## config.mk

```make
export PLATFORM = sky130hd
export DESIGN_NAME = bram_portb_arbiter
export DESIGN_NICKNAME = d
export VERILOG_FILES = /design/src/rtl/bram_portb_arbiter.sv
export SDC_FILE = /design/constraint.sdc
export NUM_CORES = 1
export LEC_CHECK = 0
export ABC_CLOCK_PERIOD_IN_PS = 1400
export CAP_MARGIN = 20
export CORE_MARGIN = 2
export CORE_UTILIZATION = 30
export CTS_CLUSTER_SIZE = 20
export DETAILED_ROUTE_END_ITERATION = 8
export PLACE_DENSITY_LB_ADDON = 0.08
export SYNTH_ARGS = -nofsm -noshare
export SYNTH_HDL_FRONTEND = slang
export SYNTH_SLANG_ARGS = --single-unit
export TNS_END_PERCENT = 5
```

## constraint.sdc

```tcl
create_clock -name clock -period 1.4 [get_ports clock]
set_input_delay 0.21 -clock clock [delete_from_list [all_inputs] [get_ports clock]]
set_output_delay 0.21 -clock clock [all_outputs]
set_load 0.01 [all_outputs]
```

## src/rtl/bram_portb_arbiter.sv

```systemverilog
// BRAM port B arbiter: VGA scan-out has absolute priority, aux engine
// gets the port only while VGA is idle, with a starvation timeout flag.
module bram_portb_arbiter #(
    parameter int DATA_WIDTH = 16,
    parameter int ADDR_WIDTH = 16,
    parameter int TIMEOUT    = 1024
) (
    input  logic                  clock,
    input  logic                  reset,
    input  logic                  vga_active,
    input  logic [ADDR_WIDTH-1:0] vga_addr,
    output logic [DATA_WIDTH-1:0] vga_rdata,
    input  logic                  aux_req,
    input  logic                  aux_we,
    input  logic [ADDR_WIDTH-1:0] aux_addr,
    input  logic [DATA_WIDTH-1:0] aux_wdata,
    output logic                  aux_ack,
    output logic [DATA_WIDTH-1:0] aux_rdata,
    output logic                  aux_busy,
    output logic                  aux_timeout,
    output logic [ADDR_WIDTH-1:0] mem_addr,
    output logic [DATA_WIDTH-1:0] mem_wdata,
    output logic                  mem_we,
    input  logic [DATA_WIDTH-1:0] mem_q
);

    localparam int CW = $clog2(TIMEOUT + 1);
    localparam logic [CW-1:0] LIMIT = CW'(TIMEOUT);
    localparam logic [CW-1:0] LAST  = CW'(TIMEOUT - 1);

    typedef enum logic [1:0] {
        S_IDLE,
        S_ISSUE,
        S_WAIT
    } state_t;

    state_t                r_state;
    state_t                w_next;
    logic                  r_ack;
    logic                  r_timeout;
    logic [DATA_WIDTH-1:0] r_rdata;
    logic [CW-1:0]         r_wait_cnt;
    logic                  w_own;
    logic                  w_wr_done;
    logic                  w_wait_inc;
    logic                  w_wait_clr;

    always_ff @(posedge clock) begin
        if (reset) begin
            r_state <= S_IDLE;
        end else begin
            r_state <= w_next;
        end
    end

    always_comb begin
        w_next = r_state;
        unique case (r_state)
            S_IDLE: begin
                if (aux_req && !vga_active) begin
                    w_next = S_ISSUE;
                end
            end
            S_ISSUE: begin
                if (vga_active || aux_we) begin
                    w_next = S_IDLE;
                end else begin
                    w_next = S_WAIT;
                end
            end
            S_WAIT: begin
                w_next = S_IDLE;
            end
            default: begin
                w_next = S_IDLE;
            end
        endcase
    end

    // Reset gates ownership so a write pending in ISSUE never reaches the BRAM.
    always_comb begin
        w_own     = (r_state == S_ISSUE) && !vga_active && !reset;
        mem_addr  = w_own ? aux_addr : vga_addr;
        mem_we    = w_own && aux_we;
        mem_wdata = aux_wdata;
        aux_busy  = (r_state == S_ISSUE) || (r_state == S_WAIT);
    end

    assign w_wr_done  = (r_state == S_ISSUE) && !vga_active && aux_we;
    assign w_wait_clr = r_ack || !aux_req;
    assign w_wait_inc = aux_req && vga_active && (r_state == S_IDLE);

    always_ff @(posedge clock) begin
        if (reset) begin
            r_ack      <= 1'b0;
            r_rdata    <= '0;
            r_timeout  <= 1'b0;
            r_wait_cnt <= '0;
        end else begin
            r_ack     <= w_wr_done || (r_state == S_WAIT);
            r_timeout <= 1'b0;
            if (r_state == S_WAIT) begin
                r_rdata <= mem_q;
            end
            if (w_wait_clr) begin
                r_wait_cnt <= '0;
            end else if (w_wait_inc && r_wait_cnt != LIMIT) begin
                r_wait_cnt <= r_wait_cnt + 1'b1;
                r_timeout  <= (r_wait_cnt == LAST);
            end
        end
    end

    assign vga_rdata   = mem_q;
    assign aux_ack     = r_ack;
    assign aux_rdata   = r_rdata;
    assign aux_timeout = r_timeout;

endmodule

```

==> impl_metrics.env <==
export IMPL_cts_root_buf="clkbuf_8"
export IMPL_final_util_pct=55.0
export IMPL_grt_pass1_vias=1585
export IMPL_syn_inst=189
export IMPL_io_buffers=104
export IMPL_synthDistinctLibCells=34
export IMPL_grt_ovfl_total=0
export IMPL_failed_checks="setup timing"
export IMPL_cpPeakStageDelay_ns=0.32
export IMPL_worst_path_buf_inv=4
export IMPL_holdWs_ns=0.420
export IMPL_hpwl_mm=3.78
export IMPL_drive_above_1_share_pct=33.1
export IMPL_cts_buffers=5
export IMPL_drcViolationCount=0
export IMPL_setup_viol=19
export IMPL_tns_ns=-7.07
export IMPL_grt_usage_pct=14.1
export IMPL_die_h_um=81.2
export IMPL_worst_slack_ns=-0.455
export IMPL_vias=1616
export IMPL_synthesis_nets=263
export IMPL_power_mw=2.11
export IMPL_synthAdderAreaFrac_pct=3.50
export IMPL_fmax_mhz=539
export IMPL_ys_warn_count=0
export IMPL_synth_compound_area_share_pct=2.87
export IMPL_routabilityCongestion=0.706
export IMPL_powerDensity_nw_per_um2=655
export IMPL_async_reset_ff_share_pct=0
export IMPL_finalClockSkew_ns=0.00750
export IMPL_clock_path_buffers=2
export IMPL_drtAntennaViolNets=0
export IMPL_dpl_cell_count=364
export IMPL_path_clk_slew_ns=0.06
export IMPL_critPathLaunch="r_state[1]"
export IMPL_synth_xor_area_share_pct=3.43
export IMPL_slew_violations=0
export IMPL_crit_path_max_fanout=8
export IMPL_grt_max_degree=19
export IMPL_placed_area_sq_um=2990
export IMPL_vias_per_cell=4.29
export IMPL_peakVddDrop_uv=530
export IMPL_cp_common_cell="buf_12"
export IMPL_p_leak_nw=1.47
export IMPL_rrSetupSlack_ns=-0.06
export IMPL_fin_area_sq_um=3220
export IMPL_drt_iter0_drc=36
export IMPL_critical_path_class="flop to output port"
export IMPL_rsz0062_at_grt="true"
export IMPL_min_path_type="primary input to output port"
export IMPL_layout_cells_non_filler=377
export IMPL_clock_latency_ns=0.28
export IMPL_tightest_slew_ns=0.326
export IMPL_grt_pass1_wl_mm=7.19
export IMPL_slew_headroom_pct=78.0
export IMPL_synthMuxAreaShare_pct=20.2
export IMPL_cp_arrival_ns=1.65
export IMPL_final_hold_viol_count=0
export IMPL_max_cap_viol_count=0
export IMPL_cts_tree="built"
export IMPL_initial_core_util_pct=30.6
export IMPL_ff2ff_path_depth=7
export IMPL_post_route_period_util_pct=133
export IMPL_worstSetupStartpointType="flop"
export IMPL_synth_edf_count=0
export IMPL_synth_top_family_by_area="multiplexers"
export IMPL_fill_cells=549
export IMPL_reg2reg_from="r_state[1]"
export IMPL_num_io_pins=137
export IMPL_cp_slowest_cell="dfxtp_2"
export IMPL_period_needed_ns=1.86
export IMPL_cp_depth=8
export IMPL_diodes=0
export IMPL_rows=28
export IMPL_coreArea_sq_um=5850
export IMPL_wl_per_cell_um=12.9
export IMPL_yosys_area_share_simple_pct=18.2
export IMPL_cp_cell_sequence="inv_2 > ha_4 > nand2b_4 > nor2_4 > buf_12 > buf_12 > mux2_4 > buf_6"
export IMPL_antenna_found_initial=0
export IMPL_die_w_um=81.2
export IMPL_num_nets_final=376
export IMPL_place_worst_setup_slack_ns=-0.731
export IMPL_drtPass1Iterations=4
export IMPL_critPathRequiredTime_ns=1.19
export IMPL_ys_seq_elements=31
export IMPL_status="finished, violations left"
export IMPL_die_area_sq_um=6590
export IMPL_crit_path_end="mem_addr[14]"
export IMPL_synthesis_area_sq_um=1790
export IMPL_worstReg2RegEnd="r_wait_cnt[10]"
export IMPL_yosysSeqAreaShare_pct=34.7
export IMPL_avgSynthCellArea_sq_um=9.46
export IMPL_areaGrowthSynthToFinish_pct=79.9
export IMPL_synth_ff_type="dfxtp_1"
export IMPL_crit_family="buffers and inverters"
export IMPL_drt_total_wl_mm=4.85
export IMPL_clock_sinks=31
export IMPL_cts_max_level=2
export IMPL_endpoint_kind="output port"
==> where the power goes <==
| part | internal (mW) | switching [mW] | total [mW] |
|---|---|---|---|
| logic | 0.341 | 0.167 | 0.508 |
| registers | 0.892 | 0.00596 | 0.898 |
| clock network | 0.385 | 0.317 | 0.702 |
==> cell usage in the layout (no fill, tap or decap), types with 2 or more instances in the layout <==
cell and instances:
clkdlybuf4s50_1 60, buf_4 35, nor2_1 28, dfxtp_1 27, mux2i_1 17, mux2_4 16, dlygate4sd2_1 16, buf_6 15
dlymetal6s2s_1 10, inv_1 7, clkbuf_8 6, xnor2_1 5, nand3_1 4, buf_2 4, buf_12 4, dfxtp_2 4
nand4_1 3, nand2_1 3, a21oi_1 3, ha_4 3, nor2_4 2, and4_1 2, xor2_1 2, nor3_2 2
o21ai_0 2, nor3_1 2, ha_1 2
==> cells by family after synthesis <==
group | Yosys count
simple gates | 58
buf+inv | 46
mux | 34
flops | 31
compound gates | 8
xor+xnor | 7
fa+ha+maj | 5
==> Yosys cell counts (2+ instances only) <==
cell type | count | share of area (%)
a21oi_1 | 3 | 0.84
buf_4 | 32 | 13
o21ai_0 | 2 | 0.56
nand3_1 | 5 | 1.4
buf_2 | 4 | 1.1
nand2_1 | 3 | 0.63
nor4b_1 | 2 | 0.98
nor3_1 | 4 | 1.1
xnor2_1 | 5 | 2.4
dfxtp_1 | 31 | 35
ha_1 | 5 | 3.5
nand4_1 | 3 | 1.0
nor2_4 | 2 | 1.3
xor2_1 | 2 | 0.98
mux2_2 | 16 | 10
nor2_1 | 28 | 5.9
and4_1 | 2 | 0.98
inv_1 | 8 | 1.7
mux2i_1 | 17 | 9.5
==> layer usage <==
| metal | global-route usage [%] | vias to the layer above | part of all wire (%) |
|---|---|---|---|
| met4 | 3.05 | 0 | 0.25 |
| met5 | 0 | - | 0 |
| met1 | 16.6 | 735 | 41 |
| met2 | 24.5 | 47 | 53 |
| li1 | - | 830 | - |
| met3 | 5.00 | 4 | 5.8 |
==> worst min path at each step <==
| stage | from | endpoint | slack [ns] | cells past startpoint |
|---|---|---|---|---|
| after global placement | aux_wdata[2] | mem_wdata[2] | 0.42 | 0 |
| final | aux_wdata[3] | mem_wdata[3] | 0.42 | 0 |
| after global routing | aux_wdata[2] | mem_wdata[2] | 0.42 | 0 |
| after floorplan | mem_q[10] | aux_rdata[10] | 0.36 | 2 |
| after CTS | aux_wdata[2] | mem_wdata[2] | 0.42 | 0 |
| after detailed placement | aux_wdata[2] | mem_wdata[2] | 0.42 | 0 |
==> flip-flops by register name, summed over array words and instances (netlist names) <==
register	cells
r_state	2
r_wait_cnt	11
aux_timeout	1
aux_rdata	16
aux_ack	1
==> worst reg2reg max path: stages (launching register included) <==
cell     delay (ns)
dfxtp_2        0.32
inv_2          0.07
buf_4          0.12
ha_4           0.17
nand4_4        0.12
nor2_4         0.13
nand4_1        0.10
mux2_1         0.32
==> layout make-up <==
class | count | area (sq um) | share of cell area, %
well taps | 75 | 93.8 | 2.92
clock buffers | 6 | 82.6 | 2.57
inverters | 8 | 30.0 | 0.933
repair buffers | 144 | 1400 | 43.4
flip-flops and latches | 31 | 626 | 19.4
multi-input cells | 112 | 982 | 30.5
clock inverters | 1 | 5.00 | 0.156
==> repair_timing <==
action | CTS | global route
gates cloned | 0 | 0
gates resized for setup | 111 | 20
pin swaps | 3 | 2
buffers inserted | 4 | 2
endpoints found under the setup margin | 45 | 55
hold buffers | 0 | 0
Note: power is estimated with default switching activity, not from simulation.
